**config.mk**
```make
export PLATFORM = sky130hd
export DESIGN_NAME = display_scanner
export DESIGN_NICKNAME = d
export VERILOG_FILES = /design/src/rtl/display_pkg.sv /design/src/rtl/refresh_prescaler.sv /design/src/rtl/display_scanner.sv
export SDC_FILE = /design/constraint.sdc
export NUM_CORES = 1
export LEC_CHECK = 0
export CAP_MARGIN = 20
export CELL_PAD_IN_SITES_DETAIL_PLACEMENT = 2
export CELL_PAD_IN_SITES_GLOBAL_PLACEMENT = 2
export CORE_ASPECT_RATIO = 1.2
export CORE_MARGIN = 4
export CORE_UTILIZATION = 24
export CTS_CLUSTER_DIAMETER = 120
export DETAILED_ROUTE_END_ITERATION = 10
export GPL_TIMING_DRIVEN = 0
export PLACE_DENSITY = 0.7
export SLEW_MARGIN = 20
export SYNTH_ARGS = -nofsm -noshare
export SYNTH_HDL_FRONTEND = slang
export SYNTH_SLANG_ARGS = --single-unit
```
**constraint.sdc**
```tcl
create_clock -name clk -period 1.99 [get_ports clk]
set_clock_uncertainty 0.15 [all_clocks]
set_input_delay 0.4975 -clock clk [delete_from_list [all_inputs] [get_ports clk]]
set_output_delay 0.4975 -clock clk [all_outputs]
set_load 0.005 [all_outputs]
```
**src/rtl/display_pkg.sv**
```systemverilog
// Shared constants and helpers for the seven-segment display scanner.
package display_pkg;

  localparam int DISP_DIGIT_W     = 4;
  localparam int DISP_REFRESH_DIV = 50000;
  localparam int DISP_MAX_DIGITS  = 16;

  // Counter width for a modulus of n. Never returns less than 1, so a
  // modulus of 1 or 2 still gets a real flop.
  function automatic int clog2_min1(input int n);
    return (n <= 2) ? 1 : $clog2(n);
  endfunction

  // One-hot vector with only bit idx set. The caller keeps the bits it needs.
  function automatic logic [DISP_MAX_DIGITS-1:0] onehot_decode(input int unsigned idx);
    return DISP_MAX_DIGITS'(1) << idx;
  endfunction

endpackage

```
**src/rtl/refresh_prescaler.sv**
```systemverilog
// Refresh prescaler: while enabled, pulses tick once every DIV clock cycles.
module refresh_prescaler
  import display_pkg::*;
#(
  parameter int DIV = DISP_REFRESH_DIV
) (
  input  logic clk,
  input  logic rst_n,
  input  logic en,
  output logic tick
);

  localparam int              CNT_W = clog2_min1(DIV);
  localparam logic [CNT_W-1:0] LAST  = CNT_W'(DIV - 1);

  logic [CNT_W-1:0] pre_cnt_q;
  logic [CNT_W-1:0] pre_cnt_d;

  // Count 0..DIV-1 while enabled; tick in the terminal-count cycle.
  // NOTE: every output of an always_comb gets a default first, so no path leaves it unassigned and no latch is inferred.
  always_comb begin
    tick      = 1'b0;
    pre_cnt_d = pre_cnt_q;
    if (en) begin
      tick      = (pre_cnt_q == LAST);
      pre_cnt_d = tick ? '0 : pre_cnt_q + 1'b1;
    end
  end

  // Counter register.
  // NOTE: sequential state uses non-blocking assignments so every flop samples pre-edge values.
  always_ff @(posedge clk or negedge rst_n) begin
    if (!rst_n) begin
      pre_cnt_q <= '0;
    end else begin
      pre_cnt_q <= pre_cnt_d;
    end
  end

endmodule

```
**src/rtl/display_scanner.sv**
```systemverilog
// Time-multiplexed seven-segment digit scanner. It has a frame-synchronous
// shadow register, optional leading-zero blanking, a freeze mode and a
// frame-done strobe.
module display_scanner
  import display_pkg::*;
#(
  parameter int NUM_DIGITS     = 8,
  parameter int DIGIT_W        = DISP_DIGIT_W,
  parameter int REFRESH_DIV    = DISP_REFRESH_DIV,
  parameter bit SEL_ACTIVE_LOW = 1'b0
) (
  input  logic                          clk,
  input  logic                          rst_n,
  input  logic                          en,
  input  logic [NUM_DIGITS*DIGIT_W-1:0] number,
  input  logic                          freeze,
  input  logic                          force_load,
  input  logic                          blank_lz,
  output logic [NUM_DIGITS-1:0]         digit_sel,
  output logic [DIGIT_W-1:0]            digit,
  output logic                          digit_blank,
  output logic                          frame_done
);

  localparam int               IDX_W    = clog2_min1(NUM_DIGITS);
  localparam logic [IDX_W-1:0] LAST_IDX = IDX_W'(NUM_DIGITS - 1);
  localparam int               NUM_W    = NUM_DIGITS * DIGIT_W;

  logic             tick;
  logic             wrap;
  logic [IDX_W-1:0] idx_q,        idx_d;
  logic [NUM_W-1:0] shadow_q,     shadow_d;
  logic             frame_done_q, frame_done_d;

  logic [NUM_DIGITS-1:0] upper_zero;
  logic                  all_zero;
  logic [NUM_DIGITS-1:0] sel_onehot;

  refresh_prescaler #(
    .DIV (REFRESH_DIV)
  ) u_prescaler (
    .clk   (clk),
    .rst_n (rst_n),
    .en    (en),
    .tick  (tick)
  );

  // Next-state logic: advance the scan index and load the shadow at the
  // frame wrap. A force_load loads the same data at any edge. The index is
  // compared with the last digit explicitly, so a non-power-of-2 digit
  // count never reaches an unused index.
  always_comb begin
    wrap         = tick && (idx_q == LAST_IDX);
    idx_d        = idx_q;
    shadow_d     = shadow_q;
    frame_done_d = wrap;
    if (tick) begin
      idx_d = (idx_q == LAST_IDX) ? '0 : idx_q + 1'b1;
    end
    if (force_load) begin
      shadow_d = number;
    end else if (wrap && !freeze) begin
      shadow_d = number;
    end
  end

  // State registers.
  // NOTE: the shadow is an ordinary register and is reset to zero, so after reset no stale digits are shown.
  always_ff @(posedge clk or negedge rst_n) begin
    if (!rst_n) begin
      idx_q        <= '0;
      shadow_q     <= '0;
      frame_done_q <= 1'b0;
    end else begin
      idx_q        <= idx_d;
      shadow_q     <= shadow_d;
      frame_done_q <= frame_done_d;
    end
  end

  // Leading-zero map: upper_zero[i] is set when shadow digits NUM_DIGITS-1
  // down to i are all zero.
  always_comb begin
    upper_zero = '0;
    all_zero   = 1'b1;
    for (int i = NUM_DIGITS - 1; i >= 0; i--) begin
      all_zero      = all_zero && (shadow_q[i*DIGIT_W +: DIGIT_W] == '0);
      upper_zero[i] = all_zero;
    end
  end

  // Output decode from the registered index and shadow. Disabling the
  // scanner darkens every digit.
  always_comb begin
    sel_onehot  = NUM_DIGITS'(onehot_decode(32'(idx_q)));
    digit_sel   = en ? sel_onehot : '0;
    if (SEL_ACTIVE_LOW) begin
      digit_sel = ~digit_sel;
    end
    digit       = shadow_q[idx_q*DIGIT_W +: DIGIT_W];
    digit_blank = !en || (blank_lz && (idx_q != '0) && upper_zero[idx_q]);
    frame_done  = frame_done_q;
  end

endmodule

```
==> impl_metrics.yaml <==
worst_setup_path:
  endpoint_kind: "primary output"
  arrival_ns: 1.97
  crit_required_ns: 1.34
  start_kind: "flip-flop"
  worstPathMaxFanout: 3
  cpMaxStageDelayCell: "dfrtp_2"
  crit_chain: "nor4_4 -> a211o_1 -> o2111ai_2 -> o41ai_2 -> buf_2"
  crit_type: "reg -> out"
  cpPeakStageDelay_ns: 0.44
logic_synthesis:
  yosys_warnings: 0
  ys_seq_area_share_pct: 46.66
  synth_fp_nets: 259
  synthDistinctLibCells: 40
  ys.flop_type: "dfrtp_1"
  syn_area_per_cell_um2: 13.03
  async_reset_ff_share_pct: 100.0
  syn-cell-area_um2: 2789
  synth-edff-count: 0
  ys_seq_elements: 52
  syn_inst: 214
power:
  ir_drop_mv: 0.3316
  cellLeakagePower_nw: 1.773
  p_per_area_nw_per_um2: 652.1
  power_mw: 2.639
global_route:
  grt_pass1_wl_um: 13050
  first_global_vias: 2374
  grt_overflow: 0
  grt_antenna_before_repair: 0
  grtUsageTotal_pct: 12.55
  grt_max_degree: 53
placed_design:
  portBuffers: 51
  routabilityCongestion: 0.7448
  dp_cells: 419
  dp_hpwl_um: 5766
finish:
  fill_cells: 1147
  final_common_cell: "dfrtp_1"
  syn2layout_area_growth_pct: 45.09
  mostFrequentLayoutCells: "dfrtp_1, clkdlybuf4s50_1, mux2_4"
  fin_cells: 448
  layout.nets: 338
  diodes: 0
  drive_above_1_share_pct: 43.54
sta:
  period_share_pct: 131.4
  setup_ws_ns: -0.6242
  hold_violations: 0
  maxSlewHeadroom_pct: 54.71
  final_max_slew_viol_count: 0
  fmax_mhz: 382.5
  period_needed_ns: 2.614
  worst_slew_pin_slew_ns: 0.6793
  rsz0062_at_grt: "yes"
  setup_violations: 45
clock_network:
  tritoncts: "yes"
  cts_buffers: 5
  worstSkewPairLatency_ns: 0.30
  cts_buffer_depth: 2
  cts_hold_buf: 0
  cts-root-buf: "clkbuf_16"
  path_clk_slew_ns: 0.07
  cts_sinks: 52
  htreeDepth: 2
drt:
  wire_per_inst_um: 18.49
  drc_errors: 0
  firstDrtPassIters: 4
  vias_per_cell: 4.565
  ant_nets: 0
  detail_route.wirelength_um: 8283
  drt_iter0_drc: 70
  vias: 2045
outcome:
  outcome: "finished with violations"
  violations: "negative setup slack"
floorplanning:
  initial_utilization_pct: 24.92
  die_x_um: 106.4
  die-area_um2: 13420
  core_area_um2: 11190
  rows: 42
  die_height_um: 126.1
  io_pins: 52
min_path:
  hold_class: "in -> async"
flow_run:
  max_cap_violations: 0
## sequential cells by signal, indices dropped and copies added (netlist names)
register / flops
frame_done: 1
idx_q: 3
shadow_q: 32
u_prescaler.pre_cnt_q: 16
## kinds of logic (layout without fill, tap and decap cells)
| family | count (synthesis) | in the layout | share of synthesized area (%) |
|---|---|---|---|
| AO/OA/AOI/OAI | 15 | 15 | 4.442 |
| XOR/XNOR | 11 | 11 | 3.454 |
| adder cells (fa/ha/maj) | 7 | 7 | 3.140 |
| buffers and inverters | 16 | 96 | 3.095 |
| flip-flops | 52 | 52 | 46.66 |
| multiplexers | 43 | 43 | 24.50 |
| AND/OR/NAND/NOR | 70 | 70 | 14.72 |
## per-stage QoR
| stage | hold WS, ns | TNS [ns] | setup slack [ns] | instance area [µm²] | utilization, % |
|---|---|---|---|---|---|
| 2_1_floorplan | 0.05191 | -0.01773 | -0.01773 | 2796 | - |
| 3_3_place_gp | 0.3175 | -101.65 | -1.326 | 3500 | 31.27 |
| 3_5_place_dp | 0.3425 | -32.13 | -0.9248 | 3497 | 31.24 |
| 4_1_cts | 0.1123 | -10.93 | -0.6545 | 3940 | 35.20 |
| 5_1_grt | 0.1404 | -16.45 | -0.7092 | 4046 | 36.15 |
| 6_report | 0.08606 | -12.94 | -0.6242 | 4046 | 36.15 |
## where the power goes
| group | internal [mW] | switching, mW |
|---|---|---|
| registers | 1.17 | 0.140 |
| clock network | 0.497 | 0.383 |
| logic | 0.284 | 0.163 |
## routing by layer
layer / routed length [µm] / share of wire (%) / track usage, % / up-vias
met4: 120 / 1.4 / 4.192 / 0
met2: 4428 / 53 / 22.08 / 45
li1: - / - / - / 938
met3: 285 / 3.4 / 2.661 / 6
met1: 3448 / 42 / 15.14 / 1056
met5: 0 / 0 / 0 / -
## worst paths after layout
check	depth (start not counted)	to	slack (ns)	start
max	5	digit_blank	-0.62	shadow_q[8]
min	1	u_prescaler.pre_cnt_q[11]	0.09	rst_n
max reg2reg	10	shadow_q[13]	-0.30	idx_q[0]
min reg2reg	1	u_prescaler.pre_cnt_q[15]	0.36	u_prescaler.pre_cnt_q[15]
max in group asynchronous	1	shadow_q[8]	1.11	rst_n
min in group clk	1	u_prescaler.pre_cnt_q[15]	0.36	u_prescaler.pre_cnt_q[15]
## Yosys cell counts (2+ instances only)
cell type / number / area share (%)
dfrtp_1: 52 / 47
mux2_4: 30 / 16
nand2_1: 19 / 2.6
mux4_2: 8 / 6.5
nor2_1: 8 / 1.1
ha_1: 7 / 3.1
inv_1: 7 / 0.94
and2_1: 6 / 1.3
nand3_1: 6 / 1.1
nand4_1: 6 / 1.3
nor4_1: 6 / 1.3
xnor2_1: 6 / 1.9
and3_1: 5 / 1.1
xor2_1: 5 / 1.6
o21ai_0: 4 / 0.72
and4_1: 3 / 0.94
buf_2: 3 / 0.54
buf_6: 3 / 1.2
clkbuf_1: 3 / 0.40
mux2i_1: 3 / 1.1
a21oi_1: 2 / 0.36
mux2_2: 2 / 0.81
nor3_1: 2 / 0.36
o41ai_1: 2 / 0.63
## worst max-delay path: cells and delay by family, from the launching register on
kind	cells	cell delay, ns
AOI/OAI and AO/OA	3	0.76
DFF	1	0.44
and+or+nand+nor	1	0.29
buffers and inverters	1	0.18
## layout make-up
class / instances / area (µm²) / share of cell area [%]
clock inverters: 2 / 10.01 / 0.2474
clock buffers: 6 / 138.9 / 3.432
flip-flops and latches: 52 / 1306 / 32.28
repair buffers: 74 / 703.2 / 17.38
well taps: 154 / 192.7 / 4.762
inverters: 7 / 35.03 / 0.8658
multi-input cells: 146 / 1560 / 38.56
plain buffers: 7 / 100.1 / 2.474
## repair_timing
item	in CTS	in global routing
gates cloned	1	0
pin swaps	10	12
setup endpoints to repair	55	46
gates resized for setup	81	45
setup buffers	17	8
No activity file was read; power rests on OpenSTA's default activity.
